`config.mk`:
```
export PLATFORM = sky130hd
export DESIGN_NAME = cnn_layer_1_maxpool_2x2
export DESIGN_NICKNAME = d
export VERILOG_FILES = /design/src/rtl/cnn_layer_1_maxpool_2x2_pkg.sv /design/src/rtl/maxpool_signed_max.sv /design/src/rtl/cnn_layer_1_maxpool_2x2.sv
export SDC_FILE = /design/constraint.sdc
export NUM_CORES = 2
export LEC_CHECK = 0
export BUFFER_PORTS_ARGS = -buffer_cell sky130_fd_sc_hd__buf_2
export CELL_PAD_IN_SITES_DETAIL_PLACEMENT = 0
export CELL_PAD_IN_SITES_GLOBAL_PLACEMENT = 2
export CORE_ASPECT_RATIO = 1.2
export CORE_MARGIN = 3
export CORE_UTILIZATION = 49
export CTS_BUF_LIST = sky130_fd_sc_hd__clkbuf_4
export DETAILED_ROUTE_END_ITERATION = 8
export GPL_ROUTABILITY_DRIVEN = 0
export PLACE_DENSITY_LB_ADDON = 0.1
export SYNTH_ARGS = -nofsm -noshare
export SYNTH_HDL_FRONTEND = slang
export SYNTH_SLANG_ARGS = --single-unit
```
`constraint.sdc`:
```
create_clock -name clk -period 14.46 [get_ports clk]
set_clock_uncertainty 0.2 [all_clocks]
set_input_delay 0 -clock clk [delete_from_list [all_inputs] [get_ports clk]]
set_output_delay 0 -clock clk [all_outputs]
set_load 0.05 [all_outputs]
```
`src/rtl/cnn_layer_1_maxpool_2x2_pkg.sv`:
```
// Layer-1 sizing defines and the max-pool package: pixel roles within a 2x2 window
// plus small sizing helpers shared by the pooling stage.
`ifndef OUTPUT_CHANNELS
`define OUTPUT_CHANNELS 8
`endif
`ifndef CHANNEL_ACCUM_BITWIDTH
`define CHANNEL_ACCUM_BITWIDTH 16
`endif
`ifndef CONV_OUT_WIDTH
`define CONV_OUT_WIDTH 24
`endif
`ifndef CONV_OUT_HEIGHT
`define CONV_OUT_HEIGHT 24
`endif
`ifndef POOL_OUT_WIDTH
`define POOL_OUT_WIDTH (`CONV_OUT_WIDTH / 2)
`endif
`ifndef POOL_OUT_HEIGHT
`define POOL_OUT_HEIGHT (`CONV_OUT_HEIGHT / 2)
`endif

package cnn_layer_1_maxpool_2x2_pkg;

    typedef enum logic [1:0] {
        PIX_SKIP,
        PIX_HOLD,
        PIX_LINE,
        PIX_POOL
    } pix_action_t;

    function automatic int cnt_width(input int n);
        return (n > 1) ? $clog2(n) : 1;
    endfunction

    // Leftover column/row of an odd-sized plane only advances the counters.
    function automatic pix_action_t decode_pixel(input logic col_odd,
                                                 input logic row_odd,
                                                 input logic in_plane);
        if (!in_plane)
            return PIX_SKIP;
        if (!col_odd)
            return PIX_HOLD;
        if (!row_odd)
            return PIX_LINE;
        return PIX_POOL;
    endfunction

endpackage

```
`src/rtl/maxpool_signed_max.sv`:
```
// Two's-complement maximum of two DW-bit values; on a tie either operand is the answer.
module maxpool_signed_max #(
    parameter int DW = 16
) (
    input  logic [DW-1:0] a,
    input  logic [DW-1:0] b,
    output logic [DW-1:0] y
);

    assign y = ($signed(a) > $signed(b)) ? a : b;

endmodule

```
`src/rtl/cnn_layer_1_maxpool_2x2.sv`:
```
// Layer-1 2x2 / stride-2 max-pool: horizontal max against h_reg, vertical max against
// a half-width line buffer holding the even row's horizontal maxima.
module cnn_layer_1_maxpool_2x2
    import cnn_layer_1_maxpool_2x2_pkg::*;
#(
    parameter int CH   = `OUTPUT_CHANNELS,
    parameter int DW   = `CHANNEL_ACCUM_BITWIDTH,
    parameter int IN_W = `CONV_OUT_WIDTH,
    parameter int IN_H = `CONV_OUT_HEIGHT
) (
    input  logic             clk,
    input  logic             reset_n,
    input  logic             frame_clr,
    input  logic             in_valid,
    input  logic [CH*DW-1:0] in_data,
    output logic             out_valid,
    output logic [CH*DW-1:0] out_data,
    output logic             out_last
);

    localparam int OUT_W = IN_W / 2;
    localparam int OUT_H = IN_H / 2;
    localparam int CW    = cnt_width(IN_W);
    localparam int RW    = cnt_width(IN_H);
    localparam int LW    = cnt_width(OUT_W);

    logic [CW-1:0]    col;
    logic [RW-1:0]    row;
    logic [LW-1:0]    cidx;
    logic [CH*DW-1:0] h_reg;
    logic [CH*DW-1:0] hmax;
    logic [CH*DW-1:0] vmax;
    logic [CH*DW-1:0] lbuf_rd;
    logic [CH*DW-1:0] lbuf [OUT_W];
    logic             accept;
    logic             col_end;
    logic             row_end;
    logic             last_win;
    logic             in_plane;
    pix_action_t      action;

    assign accept   = in_valid && !frame_clr;
    assign col_end  = (col == CW'(IN_W - 1));
    assign row_end  = (row == RW'(IN_H - 1));
    assign in_plane = (int'(col) < 2 * OUT_W) && (int'(row) < 2 * OUT_H);
    assign last_win = (int'(row) == 2 * OUT_H - 1) && (int'(col) == 2 * OUT_W - 1);
    assign cidx     = LW'(col >> 1);
    assign action   = decode_pixel(col[0], row[0], in_plane);
    assign lbuf_rd  = lbuf[cidx];

    for (genvar c = 0; c < CH; c++) begin : g_ch
        maxpool_signed_max #(.DW(DW)) u_hmax (
            .a (h_reg[c*DW +: DW]),
            .b (in_data[c*DW +: DW]),
            .y (hmax[c*DW +: DW])
        );
        maxpool_signed_max #(.DW(DW)) u_vmax (
            .a (lbuf_rd[c*DW +: DW]),
            .b (hmax[c*DW +: DW]),
            .y (vmax[c*DW +: DW])
        );
    end

    always_ff @(posedge clk or negedge reset_n) begin
        if (!reset_n) begin
            col       <= '0;
            row       <= '0;
            h_reg     <= '0;
            out_valid <= 1'b0;
            out_last  <= 1'b0;
            out_data  <= '0;
        end else if (frame_clr) begin
            col       <= '0;
            row       <= '0;
            h_reg     <= '0;
            out_valid <= 1'b0;
            out_last  <= 1'b0;
            out_data  <= '0;
        end else begin
            out_valid <= 1'b0;
            out_last  <= 1'b0;
            if (accept) begin
                if (col_end) begin
                    col <= '0;
                    row <= row_end ? '0 : row + RW'(1);
                end else begin
                    col <= col + CW'(1);
                end
                case (action)
                    PIX_HOLD: h_reg <= in_data;
                    PIX_POOL: begin
                        out_data  <= vmax;
                        out_valid <= 1'b1;
                        out_last  <= last_win;
                    end
                    default: ;
                endcase
            end
        end
    end

    // Line buffer needs no reset: every entry is written on the even row before the odd row reads it.
    always_ff @(posedge clk) begin
        if (reset_n && accept && action == PIX_LINE)
            lbuf[cidx] <= hmax;
    end

endmodule

```
==> out/results.tsv <==
stage	metric	value	unit
global_routing	Total GRT Usage	24.3	%
timing	Fin Setup TNS	0	ps
timing	Rel. slew slack	12.0	%
worst_setup_path	Worst path max stage delay	920	ps
floorplanning	die width	368	um
power_and_ir_drop	Worst VDD drop	0.0722	mV
yosys	Async SR Flop Fraction	14.9	%
worst_setup_path	CP startpoint kind	flip-flop	
floorplanning	row cnt	158	
global_routing	first-pass GRT wire length	295000	um
finish	max reg flops	1536	
worst_setup_path	largest fanout on the critical path	117	
power_and_ir_drop	Sw Ratio	24.3	%
worst_setup_path	Worst setup EP type	flip-flop	
yosys	synth top area cells	edfxtp_1 60%, mux4_2 11%, dfrtp_1 8.7%, ha_1 4.1%, mux2i_1 2.8%	
routing	DR pass1 iterations	5	
cts	post-cts resize count	0	
power_and_ir_drop	PwrDens	122	nW/um^2
worst_setup_path	Setup CP Type	flip-flop to flip-flop	
floorplanning	die area	162000	um^2
timing	final hold vios	0	
routing	remaining antenna violation count after routing	0	
finish	Area growth syn-to-layout	17.7	%
power_and_ir_drop	Sequential Power Share	52.5	%
finish	filler cell count	12300	
cts	root buffer cell	clkbuf_4	
routing	Vias	45200	
timing	worst-margin pin slew	1320	ps
global_routing	residual overflow from global routing	0	
global_routing	vias in the first global route	48000	
cts	CTS H-tree depth	5	
run	Max-cap violations	0	
finish	layout net count	5889	
global_routing	busiest grt layer	met2	
finish	Register Area	52800	um^2
timing	Final period util	49.4	%
yosys	ys flop type	edfxtp_1	
global_routing	antenna violations before repair	8	
cts	clock-pin slew on the worst setup and hold paths	70	ps
yosys	Syn Area/Cell	16.9	um^2
yosys	Net Count, Synth	4924	
routing	drt initial violations	2895	
worst_setup_path	Buf/Inv on CP	4	
yosys	Yosys top cell area share	59.9	%
timing	Final Max Tran Viols	0	
placement	Port Buffer Count	261	
min_path	classification of the worst-slack hold path	primary input to flip-flop	
placement	post-DP HPWL	107000	um
finish	fraction of layout cells with a size suffix above 1	25.2	%
cts	Clock Sinks	1804	
global_routing	met3 Usage GRT	4.24	%
cts	hold_buf cts	405	
global_routing	GR Util met1	32.9	%
floorplanning	core area	155000	um^2
timing	hold_ws	192	ps
timing	Setup-failing EPs final	0	
yosys	Ys Warns	0	
floorplanning	IO Count	262	
yosys	Synth area leader	edfxtp_1	
worst_setup_path	CP delay by family, top	buffers and inverters	
global_routing	pin count of the biggest net entering global routing	118	
power_and_ir_drop	Comb power frac	9.3	%
routing	DRC	0	
floorplanning	initial cell density of the core	49.6	%
cts	CTS tree	yes	
power_and_ir_drop	P_sw	2690	uW
timing	max frequency	140	MHz
cts	Clock Latency Late Sink	1330	ps
power_and_ir_drop	clock network power share	38.2	%
yosys	sequential fraction of the synthesis area	68.6	%
worst_setup_path	worst endpoint required time	15450	ps
routing	WL/cell	24.2	um
cts	total CTS buffers	459	
cts	Clock Tree Buf Depth	4	
worst_setup_path	Top cell by count, worst path	buf_4	
yosys	FF+latch count, synth	1804	
cts	postcts setup bufs	0	
timing	min Tclk post-route	7150	ps
yosys	Post-synth EDFFs	1536	
power_and_ir_drop	Pint	8400	uW
worst_setup_path	Slowest-stage cell, CP	dfrtp_4	
floorplanning	die height	440	um
outcome	status	completed	
timing	RSZ-0062 raised after global routing	false	
yosys	count of cell types in the netlist	77	
routing	drt total wl	193000	um
global_routing	met2 GRT Util	40.9	%
routing	Vias/cell	5.68	
worst_setup_path	Worst EP arrival	8130	ps
finish	multi-input combinational cell area	22300	um^2
yosys	Post-Syn Instances	4542	
worst_setup_path	cell breakdown of the critical path	buf_12 -> buf_4 -> buf_4 -> mux4_2 -> mux2i_1 -> o21ai_0 -> ha_1 -> a21o_1 -> a21o_1 -> a21oi_1 -> nor3_1 -> nor2_1 -> o31ai_1 -> a21oi_1 -> mux2i_1 -> a21oi_2 -> buf_4 -> nor2_1 -> a221o_1	
power_and_ir_drop	static leakage	0.0338	uW
yosys	Cell Area, Synth	77000	um^2
-- tightest hold or removal path, stage by stage --
cell           delay [ps]
dlygate4sd3_1         530
buf_2                 120
dlygate4sd3_1         580
mux2i_1               170
o221ai_1              230
-- power by group through the flow --
stage                     Clock (uW)  Combinational [uW]  Sequential [uW]
final                           4240                1030             5820
after global routing            4660                1160             5830
after floorplan                    0                 651             5930
after detailed placement           0                 955             5940
after CTS                       4390                1050             5820
after global placement             0                 940             5930
-- worst paths after layout --
path                            cells past startpoint                       from  slack, ps                   endpoint
worst max-delay path                               19         col[2]$_DFFE_PN0P_       7310   out_data[18]$_DFFE_PN0P_
worst min-delay path                                5                in_data[99]        190   out_data[99]$_DFFE_PN0P_
worst max register to register                     19         col[2]$_DFFE_PN0P_       7310   out_data[18]$_DFFE_PN0P_
worst min register to register                      2  out_data[124]$_DFFE_PN0P_        280  out_data[124]$_DFFE_PN0P_
max in group asynchronous                           8                    reset_n      11220      h_reg[18]$_DFFE_PN0P_
min in group asynchronous                           6                    reset_n        800      h_reg[55]$_DFFE_PN0P_
-- synthesized netlist by cell type (28+ instances only) --
master and instances:
edfxtp_1 1536, mux4_2 384, nand2_1 281, dfrtp_1 268, inv_1 267, ha_1 250
mux2i_1 218, o21ai_0 149, clkbuf_1 147, a22o_1 144, a21oi_1 138, nor2_1 121
nand3_1 83, a21o_1 74, nand4_1 62, buf_2 55, o311ai_0 41, buf_1 28
-- final cells by class --
cell class              count  area share, %
flip-flops and latches   1804           58.3
diodes                      4         0.0110
repair buffers            741           6.68
well taps                2080           2.87
multi-input cells        2234           24.6
clock buffers             659           5.46
clock inverters           175          0.947
inverters                 267           1.11
-- cell families (layout without fill, tap and decap cells) --
family / Yosys count / after routing / share of synthesized area [%]
buf+inv: 504 / 1842 / 2.61
xor+xnor: 9 / 9 / 0.102
other cells: 0 / 4 / 0
compound gates: 687 / 687 / 6.13
flops: 1804 / 1804 / 68.6
fa+ha+maj: 250 / 250 / 4.06
simple gates: 662 / 662 / 3.99
mux: 626 / 626 / 14.5
-- per-stage QoR --
stage | cells | setup WS [ps] | cell area [um^2] | power, uW | util (%)
2_1_floorplan | 4542 | 2720 | 77000 | 6580 | -
3_3_place_gp | 6721 | 7300 | 80700 | 6870 | 52.0
3_5_place_dp | 6721 | 7270 | 80700 | 6890 | 52.0
4_1_cts | 7960 | 7190 | 90600 | 11300 | 58.4
5_1_grt | 7964 | 6780 | 90600 | 11600 | 58.4
6_report | 7964 | 7310 | 90600 | 11100 | 58.4
-- per-layer routing --
| layer | wire [um] | part of all wire, % |
|---|---|---|
| met2 | 97000 | 50 |
| met3 | 10300 | 5.3 |
| met4 | 3160 | 1.6 |
| met5 | 0 | 0 |
| met1 | 82600 | 43 |
-- cell usage in the layout (no fill, tap or decap), types with 67 or more instances in the layout --
master	instances
edfxtp_1	1536
clkbuf_4	659
dlygate4sd3_1	404
mux4_2	384
nand2_1	281
inv_1	266
dfrtp_1	264
buf_2	260
ha_1	250
mux2i_1	217
o21ai_0	149
a22o_1	144
a21oi_1	136
clkinv_1	133
nor2_1	112
nand3_1	82
a21o_1	74
buf_4	67
Note: power is estimated with default switching activity, not from simulation.
